--- config.mk ---
export PLATFORM = sky130hd
export DESIGN_NAME = lcd_write_arbiter_flat
export DESIGN_NICKNAME = d
export VERILOG_FILES = /design/src/rtl/lcd_write_arbiter_if.sv /design/src/rtl/lcd_write_arbiter.sv /design/src/flat_wrapper.sv
export SDC_FILE = /design/constraint.sdc
export NUM_CORES = 1
export LEC_CHECK = 0
export ABC_AREA = 1
export CORE_ASPECT_RATIO = 1.5
export CORE_MARGIN = 8
export CORE_UTILIZATION = 45
export DETAILED_ROUTE_END_ITERATION = 16
export GPL_ROUTABILITY_DRIVEN = 0
export PLACE_DENSITY = 0.92
export SLEW_MARGIN = 15
export SYNTH_ARGS = -nofsm -noshare
export SYNTH_HDL_FRONTEND = slang
export SYNTH_SLANG_ARGS = --single-unit
export TNS_END_PERCENT = 10
--- constraint.sdc ---
create_clock -name sys_clk_50MHz -period 3.4 [get_ports sys_clk_50MHz]
set_input_delay 0.85 -clock sys_clk_50MHz [delete_from_list [all_inputs] [get_ports sys_clk_50MHz]]
set_output_delay 0.85 -clock sys_clk_50MHz [all_outputs]
set_load 0.02 [all_outputs]
--- src/rtl/lcd_write_arbiter_if.sv ---
// Bus between the LCD write arbiter and its environment: three requesters
// plus the shared SPI serialiser handshake. The arbiter uses the slave
// modport; requesters and serialiser together sit on the master side.
interface lcd_write_arbiter_if #(
  parameter int DATA_W = 9
);
  logic                  init_done;
  logic [2:0]            req;
  logic [2:0]            lock;
  logic [3*DATA_W-1:0]   req_data;
  logic [2:0]            grant;
  logic [2:0]            done;
  logic                  wr_en;
  logic [DATA_W-1:0]     wr_data;
  logic                  wr_done;
  logic                  busy;
  logic                  timeout_err;

  modport master (
    output init_done, req, lock, req_data, wr_done,
    input  grant, done, wr_en, wr_data, busy, timeout_err
  );

  modport slave (
    input  init_done, req, lock, req_data, wr_done,
    output grant, done, wr_en, wr_data, busy, timeout_err
  );
endinterface

--- src/rtl/lcd_write_arbiter.sv ---
// Arbitrates the single SPI LCD serialiser between the init sequencer (0),
// the row renderer (1) and the overlay writer (2). One word per grant,
// init-first ordering, round robin between 1 and 2, locked bursts kept.
// Optional macro LCD_ARB_TIMEOUT_EN adds a WAIT watchdog of TIMEOUT_CYC
// clocks and a sticky timeout_err flag; without it timeout_err is tied 0.
//
// state   | meaning
// ARB     | pick next owner, grant low
// ISSUE   | wr_en pulse to serialiser
// WAIT    | word shifting out, waiting for wr_done
// RELEASE | done pulse to owner, round-robin pointer update
module lcd_write_arbiter #(
  parameter int DATA_W      = 9,
  parameter int TIMEOUT_CYC = 4096
) (
  input logic              sys_clk_50MHz,
  input logic              sys_rst,
  lcd_write_arbiter_if.slave bus
);

  typedef enum logic [1:0] {
    ST_ARB     = 2'd0,
    ST_ISSUE   = 2'd1,
    ST_WAIT    = 2'd2,
    ST_RELEASE = 2'd3
  } state_t;

  state_t              state, state_n;
  logic [2:0]          grant_q, grant_n;
  logic [2:0]          done_q, done_n;
  logic                wr_en_q, wr_en_n;
  logic [DATA_W-1:0]   wr_data_q, wr_data_n;
  logic                busy_q, busy_n;
  logic [1:0]          rr_last, rr_last_n;
  logic [2:0]          owner_oh, owner_oh_n;
  logic [2:0]          sel_oh;
  logic [DATA_W-1:0]   sel_data;

  // Watchdog needs at least two WAIT cycles to be meaningful.
  generate
    if (TIMEOUT_CYC < 2) begin : g_tmo_param_check
      $error("lcd_write_arbiter: TIMEOUT_CYC must be >= 2");
    end
  endgenerate

`ifdef LCD_ARB_TIMEOUT_EN
  localparam int CNT_W = $clog2(TIMEOUT_CYC);
  logic [CNT_W-1:0]    tmo_cnt, tmo_cnt_n;
  logic                tmo_err_q, tmo_err_n;
`endif

  // Owner selection: a locked owner that still requests keeps the bus,
  // otherwise init first, then 1/2 (only after init) with round robin.
  always_comb begin
    sel_oh = 3'b000;
    if (|(owner_oh & bus.lock & bus.req)) begin
      sel_oh = owner_oh;
    end else if (bus.req[0]) begin
      sel_oh = 3'b001;
    end else if (bus.init_done) begin
      if (bus.req[1] && bus.req[2]) begin
        sel_oh = (rr_last == 2'd1) ? 3'b100 : 3'b010;
      end else if (bus.req[1]) begin
        sel_oh = 3'b010;
      end else if (bus.req[2]) begin
        sel_oh = 3'b100;
      end
    end
  end

  // Word of the selected requester.
  always_comb begin
    sel_data = '0;
    for (int i = 0; i < 3; i++) begin
      if (sel_oh[i]) begin
        sel_data = bus.req_data[DATA_W*i +: DATA_W];
      end
    end
  end

  // Next state and next values of every registered output.
  always_comb begin
    state_n    = state;
    grant_n    = grant_q;
    done_n     = 3'b000;
    wr_en_n    = 1'b0;
    wr_data_n  = wr_data_q;
    rr_last_n  = rr_last;
    owner_oh_n = owner_oh;
`ifdef LCD_ARB_TIMEOUT_EN
    tmo_cnt_n  = tmo_cnt;
    tmo_err_n  = tmo_err_q;
`endif
    case (state)
      ST_ARB: begin
        grant_n = sel_oh;
        if (|sel_oh) begin
          state_n    = ST_ISSUE;
          wr_en_n    = 1'b1;
          wr_data_n  = sel_data;
          owner_oh_n = sel_oh;
        end
      end
      ST_ISSUE: begin
        state_n = ST_WAIT;
`ifdef LCD_ARB_TIMEOUT_EN
        tmo_cnt_n = '0;
`endif
      end
      ST_WAIT: begin
        if (bus.wr_done) begin
          state_n = ST_RELEASE;
          done_n  = grant_q;
        end
`ifdef LCD_ARB_TIMEOUT_EN
        else if (tmo_cnt == CNT_W'(TIMEOUT_CYC - 1)) begin
          state_n   = ST_RELEASE;
          done_n    = grant_q;
          tmo_err_n = 1'b1;
        end else begin
          tmo_cnt_n = tmo_cnt + 1'b1;
        end
`endif
      end
      ST_RELEASE: begin
        state_n = ST_ARB;
        grant_n = 3'b000;
        if (grant_q[1]) rr_last_n = 2'd1;
        if (grant_q[2]) rr_last_n = 2'd2;
      end
      default: begin
        state_n = ST_ARB;
        grant_n = 3'b000;
      end
    endcase
    busy_n = (state_n != ST_ARB);
  end

  // State and output registers.
  always_ff @(posedge sys_clk_50MHz or posedge sys_rst) begin
    if (sys_rst) begin
      state     <= ST_ARB;
      grant_q   <= 3'b000;
      done_q    <= 3'b000;
      wr_en_q   <= 1'b0;
      wr_data_q <= '0;
      busy_q    <= 1'b0;
      rr_last   <= 2'd2;
      owner_oh  <= 3'b000;
    end else begin
      state     <= state_n;
      grant_q   <= grant_n;
      done_q    <= done_n;
      wr_en_q   <= wr_en_n;
      wr_data_q <= wr_data_n;
      busy_q    <= busy_n;
      rr_last   <= rr_last_n;
      owner_oh  <= owner_oh_n;
    end
  end

`ifdef LCD_ARB_TIMEOUT_EN
  // WAIT watchdog counter and sticky error flag.
  always_ff @(posedge sys_clk_50MHz or posedge sys_rst) begin
    if (sys_rst) begin
      tmo_cnt   <= '0;
      tmo_err_q <= 1'b0;
    end else begin
      tmo_cnt   <= tmo_cnt_n;
      tmo_err_q <= tmo_err_n;
    end
  end

  assign bus.timeout_err = tmo_err_q;
`else
  assign bus.timeout_err = 1'b0;
`endif

  assign bus.grant   = grant_q;
  assign bus.done    = done_q;
  assign bus.wr_en   = wr_en_q;
  assign bus.wr_data = wr_data_q;
  assign bus.busy    = busy_q;

endmodule
--- src/flat_wrapper.sv ---
// flat-port wrapper written by rule: the top's interface ports become plain ports
module lcd_write_arbiter_flat 
#(
  parameter int DATA_W      = 9,
  parameter int TIMEOUT_CYC = 4096
)
  (sys_clk_50MHz, sys_rst, bus_init_done, bus_req, bus_lock, bus_req_data, bus_wr_done, bus_grant, bus_done, bus_wr_en, bus_wr_data, bus_busy, bus_timeout_err);
  lcd_write_arbiter_if #(.DATA_W(DATA_W)) bus_i ();
  input logic sys_clk_50MHz;
  input logic sys_rst;
  input wire logic [$bits(bus_i.init_done)-1:0] bus_init_done;
  input wire logic [$bits(bus_i.req)-1:0] bus_req;
  input wire logic [$bits(bus_i.lock)-1:0] bus_lock;
  input wire logic [$bits(bus_i.req_data)-1:0] bus_req_data;
  input wire logic [$bits(bus_i.wr_done)-1:0] bus_wr_done;
  output wire logic [$bits(bus_i.grant)-1:0] bus_grant;
  output wire logic [$bits(bus_i.done)-1:0] bus_done;
  output wire logic [$bits(bus_i.wr_en)-1:0] bus_wr_en;
  output wire logic [$bits(bus_i.wr_data)-1:0] bus_wr_data;
  output wire logic [$bits(bus_i.busy)-1:0] bus_busy;
  output wire logic [$bits(bus_i.timeout_err)-1:0] bus_timeout_err;
  assign bus_i.init_done = bus_init_done;
  assign bus_i.req = bus_req;
  assign bus_i.lock = bus_lock;
  assign bus_i.req_data = bus_req_data;
  assign bus_i.wr_done = bus_wr_done;
  assign bus_grant = bus_i.grant;
  assign bus_done = bus_i.done;
  assign bus_wr_en = bus_i.wr_en;
  assign bus_wr_data = bus_i.wr_data;
  assign bus_busy = bus_i.busy;
  assign bus_timeout_err = bus_i.timeout_err;
  lcd_write_arbiter #(.DATA_W(DATA_W), .TIMEOUT_CYC(TIMEOUT_CYC)) u_core (.sys_clk_50MHz(sys_clk_50MHz), .sys_rst(sys_rst), .bus(bus_i));
endmodule
==> results of run 1 <==
[worst max-delay path: stages]
cell,delay (ns)
clkdlybuf4s50_1,0.52
nand3_2,0.12
nand3_1,0.17
nand2_4,0.12
nand2_4,0.17
nand3_4,0.09
nand2_4,0.16
inv_2,0.13
nand2_1,0.09
nand2_1,0.06
[synthesized netlist by cell type, types with 3 or more instances]
cell type,instances,share of area
ha_1,4,0.035
o22ai_1,3,0.013
inv_1,29,0.076
o21ai_0,3,0.010
dfrtp_1,23,0.40
nand2_4,5,0.039
nand2_1,64,0.17
nand3_2,3,0.021
nand3_1,32,0.11
nor3_1,3,0.010
nand2_2,3,0.013
[worst paths after layout]
path | end | slack [ns] | from | cells after the start
setup / recovery | u_core.bus.wr_data[4] | 1.07 | bus_req[2] | 10
hold / removal | u_core.bus.wr_data[7] | 0.51 | u_core.bus.wr_data[7] | 2
setup reg to reg | u_core.bus.wr_data[4] | 1.73 | u_core.owner_oh[1] | 10
hold reg to reg | u_core.bus.wr_data[7] | 0.51 | u_core.bus.wr_data[7] | 2
max in group asynchronous | u_core.bus.done[0] | 1.79 | sys_rst | 2
min in group asynchronous | u_core.bus.wr_data[4] | 1.06 | sys_rst | 2
[through the flow]
stage | hold WS (ns) | setup WS [ns]
after floorplan | 0.474 | 1.58
after global placement | 0.477 | 0.854
after detailed placement | 0.469 | 0.800
after CTS | 0.502 | 1.07
after global routing | 0.543 | 0.895
final | 0.511 | 1.07
[placed cells by master, fill, tap and decap left out, drive strengths merged]
| master | netlist | layout |
|---|---|---|
| nand4 | 1 | 1 |
| o22ai | 3 | 3 |
| a21oi | 2 | 2 |
| inv | 31 | 31 |
| clkdlybuf4s50 | 0 | 53 |
| dfstp | 1 | 1 |
| dfrtp | 23 | 23 |
| nand3 | 36 | 36 |
| o21ai | 5 | 5 |
| nor3 | 3 | 3 |
| o21a | 1 | 1 |
| clkbuf | 0 | 4 |
| nand2 | 72 | 72 |
| conb | 1 | 1 |
| nor2 | 3 | 3 |
| ha | 4 | 4 |
[metal layers]
| metal | global-route usage | share of wire | up-vias |
|---|---|---|---|
| met1 | 0.169 | 0.35 | 652 |
| met5 | 0 | 0 | - |
| met4 | 0.0750 | 0.029 | 0 |
| li1 | - | - | 697 |
| met3 | 0.0197 | 0.049 | 9 |
| met2 | 0.291 | 0.57 | 51 |
[state kept, by name, summed over array words and instances, names as in the netlist]
signal,count
u_core.bus.grant,3
u_core.rr_last,2
u_core.owner_oh,3
u_core.bus.done,3
u_core.state,2
u_core.bus.wr_en,1
u_core.bus.busy,1
u_core.bus.wr_data,9
[power by group through the flow]
stage               registers (uW)  clock network, uW  logic [uW]
floorplan                      549                  0         463
global placement               476                  0         786
detailed placement             478                  0         810
CTS                            474                196         823
global route                   488                212         911
finish                         473                193         816
[layout make-up]
cell class / instances / area [um^2] / share of cell area
well taps: 40 / 50.0 / 0.0246
clock buffers: 4 / 55.1 / 0.0271
multi-input cells: 131 / 677 / 0.333
repair buffers: 53 / 531 / 0.261
inverters: 31 / 116 / 0.0573
flip-flops and latches: 24 / 602 / 0.296
[cell families (layout without fill, tap and decap cells)]
family / count (synthesis) / after routing / share of synthesized area
compound gates: 11 / 11 / 0.0454
fa+ha+maj: 4 / 4 / 0.0349
buf+inv: 35 / 88 / 0.107
flops: 24 / 24 / 0.420
other cells: 1 / 1 / 0.00262
simple gates: 115 / 115 / 0.390
==> metrics.csv, run 1 <==
metric,value,unit
status,completed,
drt total wl,3.90,mm
# setup viols final,0,
pwr/cell area,730,nW/um^2
Synth Warn #,0,
Die W,62.1,um
TritonCTS clock tree,done,
slew of the pin with the lowest slew margin,0.884,ns
P_sw,652,uW
share of cells above drive strength 1,0.0864,
Vias/cell,4.98,
startpoint types,primary input,
ys async rst share,1.00,
diodes inserted,0,
DRC,0,
initial antenna violation count,0,
RSZ-0062 raised after global routing,false,
Power Total,1480,uW
Avg Inst Size Synth,7.54,um^2
Critical Path End Type,flop,
Final Max Tran Viols,0,
DP HPWL,3.02,mm
Total Nets Final,285,
initial cell density of the core,0.463,
sequential fraction of design power,0.319,
Max Buffers Root-to-Sink,2,
chip height,85.1,um
Clk network pwr share,0.130,
sw frac,0.440,
"non-filler cells, final",283,
first-pass GRT wire length,6.45,mm
crit path DAT,2.49,ns
grt ovf,0,
number of unique standard cell types used by synthesis,24,
Rows,25,
Post-synth top flop,dfrtp_1,
placed insts,279,
Total GRT Usage,0.161,
Relative slew margins,0.410,
critical path class,in2reg,
clk sink count,24,
die area,5280,um^2
# hold bufs at CTS,0,
vias after detailed routing,1409,
sequential area share after synthesis,0.420,
H-tree Lvls,1,
# IOs,55,
initial DRC count,72,
"Cell Area, Synth",1430,um^2
CP Data Required Time,3.56,ns
ANT nets after route,0,
internal power,829,uW
worst hold path type,reg2reg,
clk_lat worst skew,0.27,ns
Area Overhead vs Synth,41.7,%
cells resized by post-CTS repair,0,
Syn Inst Count,190,
vias in the first global route,1456,
final critical-path share of the clock period,0.686,
Fillers,272,
# Max-Cap Violations,0,
largest net degree at the start of global routing,25,
Leak,0.00105,uW
Worst-path clk slew,0.08,ns
"EDFF count, synth",0,
placed cell areas,1980,um^2
"flops & latches, synth",24,
Post-Route Utilization,0.656,
minimum clock period,2.33,ns
Final TNS setup,0,ns
VDD IR max,0.000430,V
clock root buffer,clkbuf_8,
Avg WL per Cell,13.8,um
Post-Route Skew,0.00548,ns
combinational power share,0.551,
IO buf count,53,
drt first pass iters,4,
final hold violations,0,
"Setup Fix Bufs, Post-CTS",0,
TritonCTS buffer count,3,
CP max FO,16,
Post-Syn Nets,231,
core area,3100,um^2
"Design Area, Final",2030,um^2
FMAX,429,MHz
Power figures use the tool's default switching activity.
==> run 2: changes to the inputs <==
--- a/config.mk
+++ b/config.mk
@@ -8,10 +8,10 @@
 export ABC_AREA = 1
 export CORE_ASPECT_RATIO = 1.5
 export CORE_MARGIN = 8
-export CORE_UTILIZATION = 45
+export CORE_UTILIZATION = 39
 export DETAILED_ROUTE_END_ITERATION = 16
 export GPL_ROUTABILITY_DRIVEN = 0
-export PLACE_DENSITY = 0.92
+export PLACE_DENSITY = 0.85
 export SLEW_MARGIN = 15
 export SYNTH_ARGS = -nofsm -noshare
 export SYNTH_HDL_FRONTEND = slang
==> constraint.sdc (replaced) <==
create_clock -name sys_clk_50MHz -period 1.9 [get_ports sys_clk_50MHz]
set_input_delay 0.475 -clock sys_clk_50MHz [delete_from_list [all_inputs] [get_ports sys_clk_50MHz]]
set_output_delay 0.475 -clock sys_clk_50MHz [all_outputs]
set_load 0.02 [all_outputs]
==> run 2 against run 1 <==
  * Via count up 4.5%
  * Worst setup slack worse by 0.97 ns
  * Sequential power is 77% higher
  * Core utilization down 3.6 points
  * Critical path depth is 1 higher
  * Sequential cell count stayed put
  * Sequential share of layout area down 2.5 points
  * Register-to-register slack got worse by 1.4 ns
  * Largest cell class is now buffers
  * Cell area is 9.2% higher
  * Combinational power rose by 100%
  * Highest routed layer unchanged
==> metrics.csv, run 2 (synthesis results as in run 1) <==
metric,value,unit
# Max-Cap Violations,0,
Vias/cell,4.86,
Worst R2R Path Depth,10,
Total GRT Usage,0.144,
Avg WL per Cell,13.7,um
initial DRC count,34,
max reg flops,9,
CP max FO,6,
final hold violations,0,
Final TNS setup,0,ns
RSZ-0062 raised after global routing,false,
Area Overhead vs Synth,54.8,%
Max Used Layer,met4,
FMAX,555,MHz
TritonCTS buffer count,3,
clk sink count,24,
Max Buffers Root-to-Sink,2,
most frequent cells in the layout,"nand2_1 (64), clkdlybuf4s50_1 (51), nand3_1 (31), inv_1 (29), dfrtp_1 (23)",
vias after detailed routing,1472,
VDD IR max,0.000912,V
Total Nets Final,302,
placed insts,299,
DRC,0,
Final Max Tran Viols,0,
# hold bufs at CTS,0,
initial cell density of the core,0.400,
"Design Area, Final",2220,um^2
vias in the first global route,1583,
drt total wl,4.14,mm
clk_lat worst skew,0.26,ns
Rows,27,
# IOs,55,
"Setup Fix Bufs, Post-CTS",0,
ANT nets after route,0,
clock root buffer,clkbuf_8,
Post-Route Utilization,0.619,
worst hold path type,reg2reg,
initial antenna violation count,0,
H-tree Lvls,1,
final critical-path share of the clock period,0.948,
"most common cell after layout, fill and taps aside",nand2_1,
Post-Route Skew,0.00280,ns
first-pass GRT wire length,6.87,mm
DP HPWL,3.30,mm
# setup viols final,0,
crit path DAT,1.94,ns
DRT met1 WL,1.48,mm
core area,3580,um^2
placed cell areas,2130,um^2
drt first pass iters,5,
detailed-routed wire length on met3,180,um
diodes inserted,0,
Die W,65.5,um
IO buf count,53,
startpoint types,primary input,
largest net degree at the start of global routing,25,
share of cells above drive strength 1,0.150,
Critical Path End Type,flop,
Leak,0.00117,uW
chip height,90.2,um
Fillers,322,
die area,5910,um^2
grt ovf,0,
CP Data Required Time,2.04,ns
"non-filler cells, final",303,
Worst-path clk slew,0.08,ns
pwr/cell area,1330,nW/um^2
critical path class,in2reg,
status,completed,
TritonCTS clock tree,done,
met2 wire length,2.37,mm
minimum clock period,1.80,ns
hold depth,2,
==> run 2: changes by cell type in the layout (fill, tap and decap cells not counted), moves of 2 or more <==
cell	delta
buf_12	+2
buf_4	+15
clkdlybuf4s50_1	-2
dlymetal6s2s_1	+2
==> run 2: critical path: stages <==
cell and delay (ns):
clkdlybuf4s50_1 0.50, nand3_1 0.14, inv_1 0.12, nor2_4 0.05, nand2_1 0.10, nand2_4 0.10
nand3_4 0.08, nand2_4 0.07, buf_4 0.15, nand2_1 0.06, o21ai_0 0.09
==> run 2: final timing paths <==
| path | startpoint | to | slack (ns) |
|---|---|---|---|
| setup reg to reg | u_core.rr_last[1] | u_core.owner_oh[1] | 0.34 |
| min in group asynchronous | sys_rst | u_core.state[0] | 0.57 |
| setup / recovery | bus_req[0] | u_core.owner_oh[1] | 0.1 |
| max in group asynchronous | sys_rst | u_core.rr_last[1] | 1.04 |
| hold / removal | u_core.bus.wr_data[7] | u_core.bus.wr_data[7] | 0.50 |
| hold reg to reg | u_core.bus.wr_data[7] | u_core.bus.wr_data[7] | 0.50 |
==> run 2: through the flow <==
stage	hold WS [ns]	worst slack, ns	power [uW]
finish	0.498	0.0981	2950
floorplan	0.474	0.454	1810
CTS	0.493	0.0764	2970
global placement	0.462	-0.0699	2450
global route	0.513	0.00896	3150
detailed placement	0.473	-0.195	2500
==> run 2: area by class of cell <==
cell class,instances,area (um^2),share of cell area
inverter,31,116,0.0525
tap,43,53.8,0.0243
clock buffer,3,41.3,0.0186
clock inverter,1,30.0,0.0135
sequential,24,602,0.271
timing repair buffer,70,688,0.310
multi-input combinational,131,687,0.310
==> run 2: timing repair <==
action | 4_1_cts | 5_1_grt
resized for setup | 0 | 4
endpoints found under the hold margin | 0 | 0
endpoints found under the setup margin | 0 | 1
==> run 2: metal layers <==
| layer | GRT usage | vias up |
|---|---|---|
| li1 | - | 733 |
| met1 | 0.135 | 690 |
| met2 | 0.275 | 41 |
| met3 | 0.0273 | 8 |
| met4 | 0.0731 | 0 |
| met5 | 0 | - |
==> run 2: where the power goes <==
group / internal (uW) / switching [uW] / total (uW)
Sequential: 721 / 118 / 839
Clock: 281 / 160 / 442
Combinational: 732 / 937 / 1670
Total: 1730 / 1220 / 2950
